$ cat src/rtl/regfile_wb_arbiter_if.sv
// Writeback request, register-file write port and forwarding bundle
// shared between the two requesters, decode and the arbiter.
interface regfile_wb_arbiter_if #(
  parameter int DATA_W = 32,
  parameter int ADDR_W = 5
);
  logic              alu_valid;
  logic              alu_ready;
  logic [ADDR_W-1:0] alu_rd;
  logic [DATA_W-1:0] alu_data;
  logic              mem_valid;
  logic              mem_ready;
  logic [ADDR_W-1:0] mem_rd;
  logic [DATA_W-1:0] mem_data;
  logic              writeBack;
  logic [ADDR_W-1:0] rd;
  logic [DATA_W-1:0] din;
  logic [ADDR_W-1:0] rs;
  logic [ADDR_W-1:0] rt;
  logic              fwd_a_hit;
  logic [DATA_W-1:0] fwd_a_data;
  logic              fwd_b_hit;
  logic [DATA_W-1:0] fwd_b_data;

  modport master (
    output alu_valid, alu_rd, alu_data,
    output mem_valid, mem_rd, mem_data,
    output rs, rt,
    input  alu_ready, mem_ready,
    input  writeBack, rd, din,
    input  fwd_a_hit, fwd_a_data,
    input  fwd_b_hit, fwd_b_data
  );

  modport slave (
    input  alu_valid, alu_rd, alu_data,
    input  mem_valid, mem_rd, mem_data,
    input  rs, rt,
    output alu_ready, mem_ready,
    output writeBack, rd, din,
    output fwd_a_hit, fwd_a_data,
    output fwd_b_hit, fwd_b_data
  );
endinterface

$ cat src/rtl/regfile_wb_arbiter.sv
// Shares the register-file write port between ALU and load writeback,
// ALU-first with a starvation override, plus in-flight write forwarding.
module regfile_wb_arbiter #(
  parameter int DATA_W       = 32,
  parameter int ADDR_W       = 5,
  parameter int STARVE_LIMIT = 4
) (
  input  logic                  clk,
  input  logic                  rst,
  regfile_wb_arbiter_if.slave   bus
);
  localparam int CW =
    (STARVE_LIMIT < 1) ? 1 : $clog2(STARVE_LIMIT + 1);
  localparam logic [CW-1:0] LIM = CW'(STARVE_LIMIT);

  logic [CW-1:0]     cnt_q, cnt_d;
  logic              wb_q, wb_d;
  logic [ADDR_W-1:0] rd_q, rd_d;
  logic [DATA_W-1:0] din_q, din_d;

  logic              grant_mem;
  logic              alu_rdy;
  logic              alu_xfer;
  logic              mem_xfer;
  logic [ADDR_W-1:0] sel_rd;
  logic [DATA_W-1:0] sel_data;

  always_comb begin
    grant_mem = !rst && bus.mem_valid &&
                (!bus.alu_valid || (cnt_q >= LIM));
    alu_rdy   = !rst && !grant_mem;
    alu_xfer  = bus.alu_valid && alu_rdy;
    mem_xfer  = bus.mem_valid && grant_mem;
  end

  assign bus.mem_ready = grant_mem;
  assign bus.alu_ready = alu_rdy;

  always_comb begin
    sel_rd   = '0;
    sel_data = '0;
    unique case (1'b1)
      mem_xfer: begin
        sel_rd   = bus.mem_rd;
        sel_data = bus.mem_data;
      end
      alu_xfer: begin
        sel_rd   = bus.alu_rd;
        sel_data = bus.alu_data;
      end
      default: ;
    endcase
  end

  // r0 writes are accepted but never reach the write port
  always_comb begin
    wb_d  = 1'b0;
    rd_d  = rd_q;
    din_d = din_q;
    if ((alu_xfer || mem_xfer) && (sel_rd != '0)) begin
      wb_d  = 1'b1;
      rd_d  = sel_rd;
      din_d = sel_data;
    end
  end

  always_comb begin
    cnt_d = '0;
    if (bus.mem_valid && !grant_mem)
      cnt_d = (cnt_q >= LIM) ? LIM : cnt_q + 1'b1;
  end

  always_ff @(posedge clk) begin
    if (rst) begin
      cnt_q <= '0;
      wb_q  <= 1'b0;
      rd_q  <= '0;
      din_q <= '0;
    end else begin
      cnt_q <= cnt_d;
      wb_q  <= wb_d;
      rd_q  <= rd_d;
      din_q <= din_d;
    end
  end

  assign bus.writeBack = wb_q;
  assign bus.rd        = rd_q;
  assign bus.din       = din_q;

  always_comb begin
    bus.fwd_a_hit  = wb_q && (rd_q == bus.rs) && (bus.rs != '0);
    bus.fwd_b_hit  = wb_q && (rd_q == bus.rt) && (bus.rt != '0);
    bus.fwd_a_data = bus.fwd_a_hit ? din_q : '0;
    bus.fwd_b_data = bus.fwd_b_hit ? din_q : '0;
  end
endmodule

$ cat src/flat_wrapper.sv
// flat-port wrapper written by rule: the top's interface ports become plain ports
module regfile_wb_arbiter_flat 
#(
  parameter int DATA_W       = 32,
  parameter int ADDR_W       = 5,
  parameter int STARVE_LIMIT = 4
)
  (clk, rst, bus_alu_valid, bus_alu_rd, bus_alu_data, bus_mem_valid, bus_mem_rd, bus_mem_data, bus_rs, bus_rt, bus_alu_ready, bus_mem_ready, bus_writeBack, bus_rd, bus_din, bus_fwd_a_hit, bus_fwd_a_data, bus_fwd_b_hit, bus_fwd_b_data);
  regfile_wb_arbiter_if #(.DATA_W(DATA_W), .ADDR_W(ADDR_W)) bus_i ();
  input  logic clk;
  input  logic rst;
  input wire logic [$bits(bus_i.alu_valid)-1:0] bus_alu_valid;
  input wire logic [$bits(bus_i.alu_rd)-1:0] bus_alu_rd;
  input wire logic [$bits(bus_i.alu_data)-1:0] bus_alu_data;
  input wire logic [$bits(bus_i.mem_valid)-1:0] bus_mem_valid;
  input wire logic [$bits(bus_i.mem_rd)-1:0] bus_mem_rd;
  input wire logic [$bits(bus_i.mem_data)-1:0] bus_mem_data;
  input wire logic [$bits(bus_i.rs)-1:0] bus_rs;
  input wire logic [$bits(bus_i.rt)-1:0] bus_rt;
  output wire logic [$bits(bus_i.alu_ready)-1:0] bus_alu_ready;
  output wire logic [$bits(bus_i.mem_ready)-1:0] bus_mem_ready;
  output wire logic [$bits(bus_i.writeBack)-1:0] bus_writeBack;
  output wire logic [$bits(bus_i.rd)-1:0] bus_rd;
  output wire logic [$bits(bus_i.din)-1:0] bus_din;
  output wire logic [$bits(bus_i.fwd_a_hit)-1:0] bus_fwd_a_hit;
  output wire logic [$bits(bus_i.fwd_a_data)-1:0] bus_fwd_a_data;
  output wire logic [$bits(bus_i.fwd_b_hit)-1:0] bus_fwd_b_hit;
  output wire logic [$bits(bus_i.fwd_b_data)-1:0] bus_fwd_b_data;
  assign bus_i.alu_valid = bus_alu_valid;
  assign bus_i.alu_rd = bus_alu_rd;
  assign bus_i.alu_data = bus_alu_data;
  assign bus_i.mem_valid = bus_mem_valid;
  assign bus_i.mem_rd = bus_mem_rd;
  assign bus_i.mem_data = bus_mem_data;
  assign bus_i.rs = bus_rs;
  assign bus_i.rt = bus_rt;
  assign bus_alu_ready = bus_i.alu_ready;
  assign bus_mem_ready = bus_i.mem_ready;
  assign bus_writeBack = bus_i.writeBack;
  assign bus_rd = bus_i.rd;
  assign bus_din = bus_i.din;
  assign bus_fwd_a_hit = bus_i.fwd_a_hit;
  assign bus_fwd_a_data = bus_i.fwd_a_data;
  assign bus_fwd_b_hit = bus_i.fwd_b_hit;
  assign bus_fwd_b_data = bus_i.fwd_b_data;
  regfile_wb_arbiter #(.DATA_W(DATA_W), .ADDR_W(ADDR_W), .STARVE_LIMIT(STARVE_LIMIT)) u_core (.clk(clk), .rst(rst), .bus(bus_i));
endmodule
$ cat config.mk
export PLATFORM = sky130hd
export DESIGN_NAME = regfile_wb_arbiter_flat
export DESIGN_NICKNAME = d
export VERILOG_FILES = /design/src/rtl/regfile_wb_arbiter_if.sv /design/src/rtl/regfile_wb_arbiter.sv /design/src/flat_wrapper.sv
export SDC_FILE = /design/constraint.sdc
export NUM_CORES = 1
export LEC_CHECK = 0
export CAP_MARGIN = 20
export CORE_MARGIN = 2
export CORE_UTILIZATION = 30
export DETAILED_ROUTE_END_ITERATION = 6
export GPL_TIMING_DRIVEN = 0
export HOLD_SLACK_MARGIN = 0.12
export PLACE_DENSITY = 0.8
export SYNTH_ARGS = -nofsm -noshare
export SYNTH_HDL_FRONTEND = slang
export SYNTH_SLANG_ARGS = --single-unit
$ cat constraint.sdc
create_clock -name clk -period 4.6 [get_ports clk]
set_input_delay 0.46 -clock clk [delete_from_list [all_inputs] [get_ports clk]]
set_output_delay 0.46 -clock clk [all_outputs]
set_load 0.01 [all_outputs]
After elaboration in Yosys (flattened, before gate mapping). Index checks and enable logic that the tools add are counted.

Register bits after elaboration: 41.

Bitwise operators: 1. Multiplexer cells: 6. Reductions and logical operators: 21. Magnitude comparators: 1. Eq/ne operators: 2. $add $sub $neg: 1.

Operator list (number): two-way mux 32 bit (2); one-hot mux 32 bit (2 select lines) (1); nonzero test 5 bit (3); logical AND 1 bit (11); == test 5 bit (2); one-hot mux 5 bit (2 select lines) (1); adder 3 x 1 -> 3 bit, second input constant (1); >= comparator 3 bit, second input constant (1); logical NOT 1 bit (3); two-way mux 3 bit (1); OR reduction 3 bit (1); logical OR 1 bit (2); OR reduction 2 bit (1); two-way mux 1 bit (1); inverter 1 bit (1).

Longest topological paths before layout.
Depth in word-level cells: 10. Depth in mapped cells: 8. Gate-level depth less buffers: 5.

Worst setup path before layout. OpenSTA, ideal clock, no wires.

Path type: input to output. From: in bus_rs[2]. To: out bus_fwd_a_data[22]. Stages on the path: 6. Arrival time: 1538 ps. Slack: 2602 ps. Required time: 4140 ps. Cell sequence: xor2_1 nor3_1 nand3_1 nor2_1 clkbuf_1 and2_1.

Word-level cells in the longest chain between the ends: 4. Elaborated cells between the ends (all ways): 5.

RTL lines: start: declaration (line flat_wrapper.sv:18) `input wire logic [$bits(bus_i.rs)-1:0] bus_rs;`; == test 5 bit (line regfile_wb_arbiter.sv:92) `bus.fwd_a_hit = wb_q && (rd_q == bus.rs) && (bus.rs != '0);`; logical AND 1 bit (line regfile_wb_arbiter.sv:92); logical AND 1 bit (*) (line regfile_wb_arbiter.sv:92); via bus_fwd_a_hit (line flat_wrapper.sv:25) `output wire logic [$bits(bus_i.fwd_a_hit)-1:0] bus_fwd_a_hit;`; two-way mux 32 bit (*) (line regfile_wb_arbiter.sv:94) `bus.fwd_a_data = bus.fwd_a_hit ? din_q : '0;`; end: declaration (line flat_wrapper.sv:26) `output wire logic [$bits(bus_i.fwd_a_data)-1:0] bus_fwd_a_data;`.

Mark *: on every way through the listed nets, which the timed path passes. The rest lies on a longest branch.

Worst setup path in the final report.
From: in rst. To: out bus_mem_ready.

Word-level cells in the longest chain between the ends: 3.

RTL lines: start: declaration (line flat_wrapper.sv:11) `input logic rst;`; logical NOT 1 bit (line regfile_wb_arbiter.sv:29) `grant_mem = !rst && bus.mem_valid &&`; logical AND 1 bit (2 in series) (line regfile_wb_arbiter.sv:29); end: declaration (line flat_wrapper.sv:21) `output wire logic [$bits(bus_i.mem_ready)-1:0] bus_mem_ready;`.

Every way passes these cells.

==> impl_metrics.env <==
export IMPL_cp_arrival_ps=3040
export IMPL_core_um2=8680
export IMPL_cellPowerDensity_nw_per_um2=208
export IMPL_pwr_share_comb=0.343
export IMPL_synthMuxAreaShare=0
export IMPL_crit_type="input pin to primary output"
export IMPL_finalHoldViolations=0
export IMPL_p_leak_nw=1.83
export IMPL_dp_hpwl_mm=7.84
export IMPL_drv_slew=0
export IMPL_cts_reportedPaths_clkPinSlew_ps=80
export IMPL_tightest_slew_ps=602
export IMPL_cts_resized=0
export IMPL_synth_top_area_cell="dfxtp_1"
export IMPL_ios=194
export IMPL_cts_hold_buf=0
export IMPL_grt_pass1_vias=3178
export IMPL_synth_simple_area_share=0.286
export IMPL_vias=3174
export IMPL_seq_area_um2=821
export IMPL_ir_worst_vdd_mv=0.109
export IMPL_cellInternalPower_mw=0.689
export IMPL_cts_htree_levels=2
export IMPL_p_sw_frac=0.308
export IMPL_syn_area_um2=2670
export IMPL_cts_setup_buffers=0
export IMPL_worstSkewPairLatency_ps=280
export IMPL_ant_nets=0
export IMPL_ys_seq_area_frac=0.308
export IMPL_num_rows=34
export IMPL_finalPower_mw=0.997
export IMPL_path_cells="clkdlybuf4s50_1 -> buf_2 -> inv_2 -> nand3_1 -> inv_2 -> clkbuf_1 -> clkdlybuf4s50_1"
export IMPL_slowest_delay_ps=650
export IMPL_drt_initial_drc_count=58
export IMPL_rsz0062_at_grt="false"
export IMPL_syn_avg_cell_area_um2=8.15
export IMPL_cpMaxStageDelayCell="clkdlybuf4s50_1"
export IMPL_die_area_um2=9650
export IMPL_cts_tree="built"
export IMPL_cp_max_fo=10
export IMPL_numPortBuffers=192
export IMPL_start_kind="input pin"
export IMPL_setup_viol=0
export IMPL_ys_warn_count=0
export IMPL_drt_first_pass_iters=4
export IMPL_slew_headroom=0.597
export IMPL_pwr_share_seq=0.428
export IMPL_cts_made_buffers=5
export IMPL_max_freq_ghz=0.286
export IMPL_yosysTopAreaCellShare=0.308
export IMPL_syn_num_nets=417
export IMPL_antenna_found_initial=0
export IMPL_fin_util=0.553
export IMPL_drt_wl_total_mm=9.97
export IMPL_setup_ws_ps=1100
export IMPL_synth_compound_area_share=0.307
export IMPL_die_w_um=98.3
export IMPL_fin_tns_setup_ps=0
export IMPL_wire_per_inst_um=15.7
export IMPL_period_share=0.760
export IMPL_floorplan_initialDensity=0.307
export IMPL_pwr_share_clk=0.229
export IMPL_synth_seq_cells=41
export IMPL_drive_gt1_frac=0.0930
export IMPL_clk_path_buf_depth=2
export IMPL_fill_cells=821
export IMPL_p_switching_mw=0.307
export IMPL_nNetsFinal=616
export IMPL_gr_usage_all_layers=0.201
export IMPL_cts_sinks=41
export IMPL_syn_to_final_growth_pct=80.2
export IMPL_synth_top_family_by_area="compound AO/OA/AOI/OAI gates"
export IMPL_ys_types=32
export IMPL_holdWs_ps=489
export IMPL_required_ps=4140
export IMPL_fin_skew_ps=2.98
export IMPL_die_height_um=98.3
export IMPL_clockRootBuffer="clkbuf_8"
export IMPL_end_kind="primary output"
export IMPL_synth_cells=327
export IMPL_viasPerCell=5.00
export IMPL_period_needed_ps=3500
export IMPL_drc_errors=0
export IMPL_grt_pass1_wl_mm=15.7
export IMPL_yosys_area_share_xor_xnor=0.0263
export IMPL_status="completed"
export IMPL_diodes=0
export IMPL_hp_class="register to register"
export IMPL_grt_max_degree=12
export IMPL_multiInputGateArea_um2=1670
export IMPL_gp_congestion=0.821
export IMPL_synth_area_leaders="dfxtp_1 31%, and2_1 15%, a21oi_2 9.9%, o31ai_1 9.0%, a21oi_1 7.5%"
export IMPL_post_place_ws_ps=1050
export IMPL_synth_fa_ha_area_frac=0.00939
export IMPL_maxCapViolations=0
export IMPL_grt_ovfl_total=0
[logic make-up (layout without fill, tap and decap cells)]
logic type	after synthesis	count (layout)
XOR/XNOR	8	8
buffers and inverters	35	235
adder cells (fa/ha/maj)	2	2
AO/OA/AOI/OAI	114	114
AND/OR/NAND/NOR	127	127
flip-flops	41	41
[sequential cells by signal (all words and copies together), names as in the netlist]
register / count
u_core.bus.din: 32
u_core.bus.rd: 5
u_core.cnt_q: 3
u_core.bus.writeBack: 1
[area by class of cell]
cell class	instances	share of cell area
plain buffers	31	0.0323
clock buffers	8	0.0167
inverters	4	0.00313
multi-input cells	251	0.349
flip-flops and latches	41	0.171
well taps	108	0.0281
repair buffers	192	0.400
[layer usage]
layer	global-route usage	vias up	part of all wire	routed length [um]
met5	0	-	0	0
met1	0.256	1460	0.41	4130
met4	0.0580	0	0.016	157
met3	0.0408	14	0.069	686
met2	0.344	136	0.50	4990
li1	-	1564	-	-
[power by group through the flow]
stage               Clock, mW  Combinational (mW)  Sequential [mW]
floorplan                   0               0.144            0.440
global placement            0               0.338            0.432
detailed placement          0               0.344            0.435
CTS                     0.235               0.345            0.427
global route            0.247               0.369            0.433
finish                  0.228               0.342            0.427
[final timing paths]
path | start | end | cells after the start | slack [ps]
setup / recovery | rst | bus_mem_ready | 7 | 1100
hold / removal | u_core.cnt_q[0]$_SDFF_PP0_ | u_core.cnt_q[0]$_SDFF_PP0_ | 1 | 490
setup reg to reg | u_core.cnt_q[2]$_SDFF_PP0_ | u_core.bus.din[5]$_SDFFE_PP0P_ | 7 | 2530
hold reg to reg | u_core.cnt_q[0]$_SDFF_PP0_ | u_core.cnt_q[0]$_SDFF_PP0_ | 1 | 490
[Yosys cell counts (all sizes together)]
cell and count:
and2 66, o211ai 1, or3 1, nand2b 1, inv 4, clkbuf 22
and3 32, dfxtp 41, nor3 5, ha 2, o31ai 32, nand3 3
o21ai 2, a41o 1, a32o 1, buf 9, nand2 3, nor4 2
nor2 6, o41ai 1, a21boi 1, xor2 6, xnor2 2, or2 3
a21oi 70, nor2b 5, a32oi 5
[layout by cell type, fill, tap and decap left out, drive strengths merged]
cell type / instances
nand2b: 1
nor2b: 5
a21oi: 70
xnor2: 2
inv: 4
dfxtp: 41
nor4: 2
and2: 66
o211ai: 1
nor2: 6
a21boi: 1
clkdlybuf4s50: 192
clkbuf: 30
nand2: 3
o21ai: 2
a32o: 1
o41ai: 1
o31ai: 32
and3: 32
buf: 9
nand3: 3
or3: 1
ha: 2
a32oi: 5
a41o: 1
xor2: 6
nor3: 5
or2: 3
[metrics by stage]
stage | instance area, um2 | cells
2_1_floorplan | 2670 | 327
3_3_place_gp | 4720 | 627
3_5_place_dp | 4720 | 627
4_1_cts | 4800 | 635
5_1_grt | 4800 | 635
6_report | 4800 | 635
[critical path, delay by kind of cell]
kind | cells | cell delay, ps
buf+inv | 6 | 2260
simple gates | 1 | 310
Power figures use the tool's default switching activity.
